$ cat src/rtl/mouse_click_ctrl.sv
// Pointer hit-testing for the start button and two game boards, plus a
// press/release qualifier that emits single-cycle click pulses.
module mouse_click_ctrl #(
    parameter int CELL_BITS   = 5,
    parameter int GRID_CELLS  = 10,
    parameter int COORD_W     = 4,
    parameter int PLAYER_XPOS = 96,
    parameter int ENEMY_XPOS  = 544,
    parameter int GRID_YPOS   = 192,
    parameter int SBTN_XPOS   = 448,
    parameter int SBTN_YPOS   = 40,
    parameter int SBTN_W      = 128,
    parameter int SBTN_H      = 64,
    parameter int HOLDOFF_CYC = 16
) (
    input  logic                 clk,
    input  logic                 rst_n,
    input  logic [11:0]          x_pos,
    input  logic [11:0]          y_pos,
    input  logic                 left,
    input  logic                 player_en,
    input  logic                 enemy_en,
    output logic [2*COORD_W-1:0] player_cor,
    output logic [2*COORD_W-1:0] enemy_cor,
    output logic                 start_click,
    output logic                 player_click,
    output logic                 enemy_click,
    output logic [2*COORD_W-1:0] click_cor,
    output logic                 busy
);
    localparam int CW      = 2 * COORD_W;
    localparam int GRID_PX = GRID_CELLS << CELL_BITS;
    localparam int CNT_W   = $clog2(HOLDOFF_CYC + 1);

    localparam logic [11:0] GRID_Y0 = 12'(GRID_YPOS);
    localparam logic [11:0] GRID_Y1 = 12'(GRID_YPOS + GRID_PX);
    localparam logic [11:0] BTN_X0  = 12'(SBTN_XPOS);
    localparam logic [11:0] BTN_X1  = 12'(SBTN_XPOS + SBTN_W);
    localparam logic [11:0] BTN_Y0  = 12'(SBTN_YPOS);
    localparam logic [11:0] BTN_Y1  = 12'(SBTN_YPOS + SBTN_H);

    typedef enum logic [1:0] {TGT_NONE, TGT_BTN, TGT_PLAYER, TGT_ENEMY} tgt_t;
    typedef enum logic [1:0] {IDLE, ARMED, CANCEL, HOLD} state_t;

    state_t            state_reg, state_next;
    tgt_t              cap_tgt_reg, cap_tgt_next;
    logic [CW-1:0]     cap_cell_reg, cap_cell_next;
    logic [CNT_W-1:0]  cnt_reg, cnt_next;
    logic              left_d_reg;
    logic              start_reg, start_next;
    logic              player_reg, player_next;
    logic              enemy_reg, enemy_next;
    logic [CW-1:0]     click_cor_reg, click_cor_next;
    logic [CW-1:0]     player_cor_reg, enemy_cor_reg;

    logic              in_rows, in_btn;
    logic [1:0]        in_board;
    logic [CW-1:0]     board_cell [2];
    logic [COORD_W-1:0] row_idx;
    tgt_t              cur_tgt;
    logic [CW-1:0]     cur_cell;
    logic              rise, fall, cap_en_lost;

    assign in_rows = (y_pos >= GRID_Y0) && (y_pos < GRID_Y1);
    assign row_idx = COORD_W'((y_pos - GRID_Y0) >> CELL_BITS);
    assign in_btn  = (x_pos >= BTN_X0) && (x_pos < BTN_X1) &&
                     (y_pos >= BTN_Y0) && (y_pos < BTN_Y1);

    // Board 0 is the player board, board 1 the enemy board.
    generate
        for (genvar gi = 0; gi < 2; gi++) begin : g_board
            localparam logic [11:0] X0 = (gi == 0) ? 12'(PLAYER_XPOS) : 12'(ENEMY_XPOS);
            localparam logic [11:0] X1 = X0 + 12'(GRID_PX);
            logic [COORD_W-1:0] col_idx;
            assign col_idx        = COORD_W'((x_pos - X0) >> CELL_BITS);
            assign in_board[gi]   = in_rows && (x_pos >= X0) && (x_pos < X1);
            assign board_cell[gi] = in_board[gi] ? {col_idx, row_idx} : '1;
        end
    endgenerate

    always_comb begin
        cur_tgt  = TGT_NONE;
        cur_cell = '1;
        if (in_btn) begin
            cur_tgt = TGT_BTN;
        end else if (in_board[0] && player_en) begin
            cur_tgt  = TGT_PLAYER;
            cur_cell = board_cell[0];
        end else if (in_board[1] && enemy_en) begin
            cur_tgt  = TGT_ENEMY;
            cur_cell = board_cell[1];
        end
    end

    assign rise        = left & ~left_d_reg;
    assign fall        = ~left & left_d_reg;
    assign cap_en_lost = ((cap_tgt_reg == TGT_PLAYER) && !player_en) ||
                         ((cap_tgt_reg == TGT_ENEMY)  && !enemy_en);

    always_comb begin
        state_next     = state_reg;
        cap_tgt_next   = cap_tgt_reg;
        cap_cell_next  = cap_cell_reg;
        cnt_next       = cnt_reg;
        start_next     = 1'b0;
        player_next    = 1'b0;
        enemy_next     = 1'b0;
        click_cor_next = click_cor_reg;
        case (state_reg)
            IDLE: begin
                if (rise && (cur_tgt != TGT_NONE)) begin
                    state_next    = ARMED;
                    cap_tgt_next  = cur_tgt;
                    cap_cell_next = cur_cell;
                end
            end
            ARMED: begin
                // Leaving the captured cell wins over a simultaneous release.
                if ((cur_tgt != cap_tgt_reg) || (cur_cell != cap_cell_reg) || cap_en_lost) begin
                    state_next = CANCEL;
                end else if (fall) begin
                    state_next = HOLD;
                    cnt_next   = CNT_W'(HOLDOFF_CYC);
                    case (cap_tgt_reg)
                        TGT_BTN:    start_next = 1'b1;
                        TGT_PLAYER: begin
                            player_next    = 1'b1;
                            click_cor_next = cap_cell_reg;
                        end
                        TGT_ENEMY:  begin
                            enemy_next     = 1'b1;
                            click_cor_next = cap_cell_reg;
                        end
                        default: ;
                    endcase
                end
            end
            CANCEL: begin
                if (!left) state_next = IDLE;
            end
            HOLD: begin
                // Counter reaches zero on the same edge the FSM returns to IDLE.
                cnt_next = (cnt_reg == '0) ? '0 : cnt_reg - CNT_W'(1);
                if (cnt_reg <= CNT_W'(1)) state_next = IDLE;
            end
            default: state_next = IDLE;
        endcase
    end

    always_ff @(posedge clk or negedge rst_n) begin
        if (!rst_n) begin
            state_reg      <= IDLE;
            cap_tgt_reg    <= TGT_NONE;
            cap_cell_reg   <= '1;
            cnt_reg        <= '0;
            left_d_reg     <= 1'b0;
            start_reg      <= 1'b0;
            player_reg     <= 1'b0;
            enemy_reg      <= 1'b0;
            click_cor_reg  <= '1;
            player_cor_reg <= '1;
            enemy_cor_reg  <= '1;
        end else begin
            state_reg      <= state_next;
            cap_tgt_reg    <= cap_tgt_next;
            cap_cell_reg   <= cap_cell_next;
            cnt_reg        <= cnt_next;
            left_d_reg     <= left;
            start_reg      <= start_next;
            player_reg     <= player_next;
            enemy_reg      <= enemy_next;
            click_cor_reg  <= click_cor_next;
            player_cor_reg <= board_cell[0];
            enemy_cor_reg  <= board_cell[1];
        end
    end

    assign player_cor   = player_cor_reg;
    assign enemy_cor    = enemy_cor_reg;
    assign start_click  = start_reg;
    assign player_click = player_reg;
    assign enemy_click  = enemy_reg;
    assign click_cor    = click_cor_reg;
    assign busy         = (state_reg != IDLE);

endmodule
$ cat config.mk
export PLATFORM = sky130hd
export DESIGN_NAME = mouse_click_ctrl
export DESIGN_NICKNAME = d
export VERILOG_FILES = /design/src/rtl/mouse_click_ctrl.sv
export SDC_FILE = /design/constraint.sdc
export NUM_CORES = 1
export LEC_CHECK = 0
export CAP_MARGIN = 20
export CORE_MARGIN = 2
export CORE_UTILIZATION = 40
export CTS_CLUSTER_SIZE = 25
export DETAILED_ROUTE_END_ITERATION = 16
export GPL_ROUTABILITY_DRIVEN = 1
export GPL_TIMING_DRIVEN = 0
export PLACE_DENSITY = 0.64
export SLEW_MARGIN = 10
export SYNTH_ARGS = -nofsm -noshare
export SYNTH_HDL_FRONTEND = slang
export SYNTH_SLANG_ARGS = --single-unit
$ cat constraint.sdc
create_clock -name clk -period 2.7 [get_ports clk]
set_clock_uncertainty 0.2 [all_clocks]
set_input_delay 0.27 -clock clk [delete_from_list [all_inputs] [get_ports clk]]
set_output_delay 0.27 -clock clk [all_outputs]
set_load 0.005 [all_outputs]
# --- Yosys cells after proc, flatten, opt, wreduce, memory -nomap -nowiden ---
# Index checks and enable logic that the tools add are counted.
totals:
  reg_bits: 45
  inputBits: 29
  output_inout_bits: 28
op_classes:
  add_sub_neg: 4
  magnitude_cmp: 11
  eq_ne: 14
  muxes: 30
  bitwise: 5
  reduce_logical: 28
op_table:
  columns: ["operator", "count"]
  rows:
  - ["$mux 8", 5]
  - ["$lt 12x10->1 const B", 3]
  - ["$mux 2", 8]
  - ["$mux 5", 3]
  - ["$logic_and 1x1->1", 13]
  - ["$ge 12x10->1 const B", 1]
  - ["$ge 12x6->1 const B", 1]
  - ["$ge 12x7->1 const B", 1]
  - ["$ge 12x8->1 const B", 1]
  - ["$ge 12x9->1 const B", 1]
  - ["$lt 12x7->1 const B", 1]
  - ["$lt 12x9->1 const B", 1]
  - ["$mux 1", 12]
  - ["$ne 2x2->1 const B", 5]
  - ["$pmux 5 s2", 1]
  - ["$sub 9x6->9 const B", 1]
  - ["$sub 9x7->9 const B", 1]
  - ["$sub 9x8->9 const B", 1]
  - ["$eq 2x2->1 const B", 4]
  - ["$ne 8x8->1", 1]
  - ["$pmux 2 s4", 1]
  - ["$reduce_and 4->1", 2]
  - ["$reduce_bool 2->1", 3]
  - ["$le 5x1->1 const B", 1]
  - ["13 further kinds", 20]

# --- Logic depth before layout (Yosys ltp) ---
# Gate-level depths: netlist of the first run.
depth:
  ltp_word: 13
  ltp_mapped: 11
  depth_no_buf: 10

# --- Worst setup path after synthesis of the first run ---
# No wires, ideal clock.
synth_path:
  path_type: "input to register"
  startpoint: "input port y_pos[11]"
  endpoint: "register cnt_reg[1]"
  setup_time_ns: 0.120
  arrival_time_ns: 3.020
  slack_ns: -0.640
  path_stages: 9
  n_path_buf: 1
  cell_sequence: "or4b_4 a2111oi_4 nand3_4 mux2_4 or4_4 and3_4 or4b_4 buf_6 a31o_1"
synth_via:
  elab_chain_cells: 13
synth_lines:
  columns: ["item", "line", "rtl"]
  rows:
  - ["start, declared", "19", "input logic [11:0] y_pos,"]
  - ["$ge 12x8->1 / $lt 12x10->1 (equally long branches)", "64", "assign in_rows = (y_pos >= GRID_Y0) && (y_pos < GRID_Y1);"]
  - ["$logic_and 1x1->1", "64", null]
  - ["$logic_and 1x1->1 (2 in a row)", "76", "assign in_board[gi] = in_rows && (x_pos >= X0) && (x_pos < X1);"]
  - ["$mux 8 / $logic_and 1x1->1 (equally long branches)", "77, 89", null]
  - ["$mux 8 / $mux 2 (equally long branches)", "89", "end else if (in_board[1] && enemy_en) begin"]
  - ["$mux 8 / $mux 2 (equally long branches)", "86", "end else if (in_board[0] && player_en) begin"]
  - ["$mux 8 / $mux 2 (equally long branches)", "84", "if (in_btn) begin"]
  - ["$ne 8x8->1 / $ne 2x2->1 (equally long branches)", "119", "if ((cur_tgt != cap_tgt_reg) || (cur_cell != cap_cell_reg) || cap_en_lost) begin"]
  - ["$logic_or 1x1->1 * (2 in a row)", "119", null]
  - ["$ne 2x2->1 (no source line) *", null, null]
  - ["$reduce_and 3->1 (no source line) *", null, null]
  - ["end signal, assigned", "167", "cnt_reg <= cnt_next;"]
  - ["end, declared", "48", "logic [CNT_W-1:0] cnt_reg, cnt_next;"]
# Every way passes the cells marked *; elsewhere a longest branch is shown, timed or not.
# A chain may end at the register's enable or synchronous reset.

# --- Worst setup path in the final report of the first run ---
layout_path:
  startpoint: "input port y_pos[10]"
  endpoint: "register cnt_reg[3]"
# Same word-level chain as after synthesis.

==> metrics.txt, run 1 <==
CP Max Fanout=6; DR iter-0 viols=141; mapped cell area=2500 µm²; FILL cells=488; worst-path cell chain=buf_6 > or4b_4 > a2111oi_4 > buf_4 > buf_4 > nand4_1 > a21oi_1 > xnor2_2 > or4b_4 > a31o_1; Async SR Flop Fraction=100%; Final nets=369; antenna cell count=0; register area share after synthesis=46.6%; layout cell share with drive strength beyond 1=38.3%; Worst setup SP type=input port; HPWL after detailed placement=4430 µm; fin. max-slew vios=0; required time of the critical path=2.69 ns; syn nets=279; width of the die=83.1 µm; CTS clock-pin slew for the worst setup and hold paths=~0.080 ns; vias per std cell=5.41; Wirelength per Cell=16.1 µm; area growth from synthesis to layout=48.8%; Initial Utilization=41.8%; WP data arrival=3.08 ns; RSZ-0062 raised after global routing=true; relative slew slack=67.7%; CORE AREA=between 5000 and 6000 µm²; worst hold-check path type=in2reg; io pins=57; synthesized area per cell=just over 10 µm²; Max VDD drop=0.249 mV; Final ANT Viol Nets=0; crit end category=flip-flop; clk_lat worst skew=0.30 ns; Final WS setup=-0.391 ns; Fin. Hold Viols=0; largest net degree at the start of global routing=39; Slew @ Worst Pin=0.483 ns; gr ovfl total=0; leakage=1.57 nW; ys flop type=dfstp_2; Inst Count DP=about 370; Final Power=around 1.4 mW; Clock H-tree levels=2; vias post-DR=roughly 2200; vias in the first global route=about 2300; first-pass GRT wire length=about 11000 µm; root buf cell=clkbuf_8; CP max stage cell=or4b_4; critical path's largest stage delay=0.58 ns; synthesized instance count=approximately 240; CTS Buffer Depth=2; initial antenna violation count=0; DRC Markers=0; yosys warns=0; fin crit period=a little over 3 ns; R2R Setup Slk=between 0.2 and 0.25 ns; fmax=324 MHz; die height=83.1 µm; clock sink count=45; Post-synth EDFFs=0; Worst Setup Path Type=in2reg; Core Rows=28; outcome=finished with violations; non-filler cells, final=407; Total Routing Usage GR=slightly above 20%; Max Cap Viol=0; Setup violations, final=25; PortBufs=54; Total Wirelength=6550 µm; total CTS buffers=5; Final Cycle Share=114%; Cell variety after synth=55; CTS tree=built; #FFs+latches synth=45; gpl congestion=0.858; Die ar.=6910 µm²; Cell Pwr Density=between 300 and 400 nW/µm²; Pre-antenna DRT Iters=4; violated checks=setup timing
-- stage by stage --
step / area (µm²) / utilization, % / TNS (ns) / setup WS (ns) / hold slack [ns]
2_1_floorplan: 2520 / - / -7.68 / -0.640 / -0.226
3_3_place_gp: 3160 / 52.7 / -35.48 / -1.51 / 0.307
3_5_place_dp: 3170 / 52.9 / -36.05 / -1.52 / 0.177
4_1_cts: 3650 / 60.9 / -9.49 / -0.569 / 0.119
5_1_grt: 3730 / 62.2 / -8.74 / -0.492 / 0.0480
6_report: 3730 / 62.2 / -5.56 / -0.391 / 0.0402
-- power breakdown --
part	switching, mW	internal (mW)
Combinational	0.105	0.0826
Sequential	0.0201	0.703
Clock	0.225	0.302
Total	0.350	1.09
-- worst max-delay path: cells and delay by family --
family	cells	cell delay, ns
XOR/XNOR	1	0.18
AO/OA/AOI/OAI	3	0.97
AND/OR/NAND/NOR	3	1.25
buffers and inverters	3	0.41
-- cells by family (layout without fill, tap and decap cells) --
| group | after synthesis | in the layout | synth area share [%] |
|---|---|---|---|
| xor+xnor | 11 | 11 | 3.85 |
| fa+ha+maj | 9 | 9 | 4.50 |
| mux | 12 | 12 | 5.44 |
| compound gates | 49 | 49 | 14.5 |
| flops | 45 | 45 | 46.6 |
| buf+inv | 22 | 113 | 3.60 |
| simple gates | 93 | 93 | 21.5 |
-- cell usage in the layout (no fill, tap or decap), types with 5 or more instances in the layout --
master and instances:
mux2_4 10, nor2_1 17, xnor2_1 5, clkdlybuf4s50_1 32
a21oi_1 11, buf_4 21, dlymetal6s2s_1 6, clkbuf_2 7
ha_1 8, nand2_1 23, inv_1 14, nor4_1 5
nor3_1 5, dfrtp_1 13, nand4_1 5, xor2_1 5
clkbuf_8 7, buf_6 11, dfstp_2 32
-- routing by layer --
metal / global-route usage, % / routed length (µm) / vias to the layer above
met1: 27.2 / 2960 / 1082
met2: 33.5 / 3220 / 52
met5: 0 / 0 / -
met4: 5.22 / 107 / 0
met3: 3.78 / 261 / 13
li1: - / - / 1056
-- final cells by class --
class	instances	area [µm²]	share of cell area, %
buffer	6	43.8	1.17
clock buffer	7	86.3	2.32
clock inverter	1	30.0	0.806
inverter	14	52.6	1.41
multi-input combinational	174	1470	39.5
sequential	45	1170	31.3
tap	75	93.8	2.52
timing repair buffer	85	781	20.9
-- cell usage after synthesis, drive strengths merged (5+ instances only) --
master   n  area (µm²)
xnor2    6        52.6
dfrtp   13         325
and2     5        31.3
nor4     9        68.8
clkbuf   7        26.3
nor2    18        67.6
nor3     6        35.0
xor2     5        43.8
a31o     5        43.8
ha       9         113
inv     14        52.6
mux2    10         116
nand4    5        31.3
dfstp   32         841
nand2   23        86.3
a21oi   12        60.1
-- worst paths after layout --
| path | endpoint | cells past startpoint | from |
|---|---|---|---|
| min in group asynchronous | enemy_cor[4] | 2 | rst_n |
| worst min-delay path | enemy_cor[1] | 2 | y_pos[6] |
| max in group asynchronous | player_cor[6] | 3 | rst_n |
| worst max register to register | cnt_reg[3] | 5 | cap_cell_reg[7] |
| worst max-delay path | cnt_reg[3] | 10 | y_pos[10] |
| worst min register to register | cap_cell_reg[4] | 2 | cap_cell_reg[4] |
-- timing repair --
item | 4_1_cts | 5_1_grt
setup buffers | 25 | 4
gates resized for setup | 70 | 40
endpoints found under the hold margin | 20 | 0
pin swaps | 25 | 25
setup endpoints to repair | 28 | 28
gates cloned | 1 | 0
hold buffers | 1 | 0
Power figures use the tool's default switching activity.
==> inputs of run 2 (changes only) <==
--- a/config.mk
+++ b/config.mk
@@ -5,7 +5,7 @@
 export SDC_FILE = /design/constraint.sdc
 export NUM_CORES = 1
 export LEC_CHECK = 0
-export CAP_MARGIN = 20
+export CAP_MARGIN = 15
 export CORE_MARGIN = 2
 export CORE_UTILIZATION = 40
 export CTS_CLUSTER_SIZE = 25
==> results of run 2 <==
Final layout, timing and power as in run 1 (identical DEF).
==> inputs of run 3 (changes only) <==
--- a/config.mk
+++ b/config.mk
@@ -13,7 +13,8 @@
 export GPL_ROUTABILITY_DRIVEN = 1
 export GPL_TIMING_DRIVEN = 0
 export PLACE_DENSITY = 0.64
-export SLEW_MARGIN = 10
+export SLEW_MARGIN = 40
 export SYNTH_ARGS = -nofsm -noshare
 export SYNTH_HDL_FRONTEND = slang
 export SYNTH_SLANG_ARGS = --single-unit
+export TNS_END_PERCENT = 1
==> metrics.txt, run 3 (synthesis results as in run 1) <==
DRC Markers=0 (unchanged); gpl congestion=0.872 (was 0.858); vias per std cell=5.44 (was 5.41); Worst Setup Path Type=in2reg (unchanged); Max Cap Viol=0 (unchanged); non-filler cells, final=401 (was 407); DR iter-0 viols=150 (was 141); Total Routing Usage GR=18.2% (was 20.2%); Slew @ Worst Pin=0.591 ns (was 0.483 ns); Setup violations, final=28 (was 25); antenna cell count=0 (unchanged); cell depth of the worst min-delay path=2 (unchanged); Final ANT Viol Nets=0 (unchanged); die height=83.1 µm (unchanged); first-pass GRT wire length=10200 µm (was 11400 µm); area growth from synthesis to layout=42.5% (was 48.8%); Inst Count DP=371 (unchanged); root buf cell=clkbuf_8 (unchanged); Final Cycle Share=119% (was 114%); largest net degree at the start of global routing=36 (was 39); Critical R2R Launch=cap_cell_reg[7] (unchanged); gr ovfl total=0 (unchanged); HPWL after detailed placement=4310 µm (was 4430 µm); hold_sp=x_pos[5] (was y_pos[6]); Max VDD drop=0.221 mV (was 0.249 mV); width of the die=83.1 µm (unchanged); layout cell share with drive strength beyond 1=33.7% (was 38.3%); crit end category=flip-flop (unchanged); CTS Buffer Depth=2 (unchanged); Worst setup startpoint=x_pos[11] (was y_pos[10]); CTS tree=built (unchanged); violated checks=setup timing (unchanged); Wirelength per Cell=15.9 µm (was 16.1 µm); Final nets=363 (was 369); CTS clock-pin slew for the worst setup and hold paths=0.08 ns (about the same); fin. max-slew vios=0 (unchanged); vias in the first global route=2131 (was 2315); Initial Utilization=41.8% (unchanged); initial antenna violation count=0 (unchanged); required time of the critical path=2.69 ns (about the same); commonest non-fill, non-tap cells in the layout=36 x clkdlybuf4s50_1, 32 x dfstp_2, 23 x nand2_1 (was 32 x dfstp_2, 32 x clkdlybuf4s50_1, 23 x nand2_1); Worst setup SP type=input port (unchanged); PortBufs=54 (unchanged); relative slew slack=60.4% (was 67.7%); io pins=57 (unchanged); leakage=1.49 nW (was 1.57 nW); Fin. Hold Viols=0 (unchanged); CP Max Fanout=6 (unchanged); fmax=313 MHz (was 324 MHz); Pre-antenna DRT Iters=4 (unchanged); clk_lat worst skew=0.30 ns (about the same); worst reg2reg path depth=5 (unchanged); outcome=finished with violations (unchanged); CORE AREA=5990 µm² (unchanged); clock sink count=45 (unchanged); vias post-DR=2181 (was 2203); Core Rows=28 (unchanged); RSZ-0062 raised after global routing=true (unchanged); Total Wirelength=6390 µm (was 6550 µm); commonest non-fill, non-tap cell in the layout=clkdlybuf4s50_1; total CTS buffers=5 (unchanged); Clock H-tree levels=2 (unchanged); Die ar.=6910 µm² (unchanged); worst hold-check path type=in2reg (unchanged); Setup WS pre-CTS=-1.52 ns (about the same); Cell Pwr Density=403 nW/µm² (was 386 nW/µm²); WP data arrival=3.19 ns (was 3.08 ns); fin crit period=3.20 ns (was 3.09 ns); Final WS setup=-0.500 ns (was -0.391 ns); tightest hold margin=0.0517 ns (was 0.0402 ns)
[run 3: cell count changes in the layout (fill, tap and decap cells not counted), moves of 4 or more]
cell / delta
mux2_4: -9
mux2_2: +8
clkdlybuf4s50_1: +4
buf_6: -6
[run 3: critical path: stages]
cell	delay (ns)
dlymetal6s2s_1	0.18
or2_4	0.30
buf_4	0.16
nor4_4	0.33
nand3_2	0.14
mux2_4	0.30
or4_4	0.52
and3_4	0.17
or4b_4	0.57
a31o_1	0.24
[run 3: cell type report]
cell class | count | area (µm²)
clock inverters | 1 | 30.0
well taps | 75 | 93.8
inverters | 14 | 52.6
plain buffers | 7 | 40.0
fillers | 487 | 2420
flip-flops and latches | 45 | 1170
repair buffers | 78 | 737
clock buffers | 7 | 86.3
multi-input cells | 174 | 1360
[run 3: per-layer routing]
layer  up-vias  routed length (µm)  part of all wire, %  track usage, %
li1       1045                   -                    -               -
met1      1043                2920                   46            23.7
met2        76                3060                   48            30.1
met3        17                 297                  4.6            3.98
met4         0                 121                  1.9            5.81
met5         -                   0                    0               0
[run 3: worst paths after layout]
kind	end	slack, ns
worst min-delay path	enemy_cor[4]	0.05
worst min register to register	cap_cell_reg[1]	0.33
worst max-delay path	cnt_reg[3]	-0.50
worst max register to register	cnt_reg[3]	0.26
max in group asynchronous	enemy_cor[5]	1.67
min in group asynchronous	player_cor[6]	0.35
[run 3: timing repair]
item,CTS,global route
hold buffers,1,0
setup buffers,16,6
pin swaps,15,12
gates resized for setup,42,32
endpoints found under the setup margin,28,28
hold endpoints to repair,23,0
[run 3: report_power, final]
group,switching (mW),internal [mW],total [mW]
clock,0.228,0.302,0.530
sequential,0.0196,0.703,0.723
combinational,0.102,0.0840,0.186
total,0.350,1.09,1.44
[run 3: per-stage QoR]
step	utilization [%]	power [mW]	area, µm²	TNS (ns)
after floorplan	-	0.808	2500	-9.40
after detailed placement	52.7	0.902	3160	-37.98
after CTS	57.6	1.44	3450	-10.16
after global routing	59.6	1.50	3570	-9.42
final	59.6	1.44	3570	-6.80
after global placement	52.4	0.895	3140	-37.98
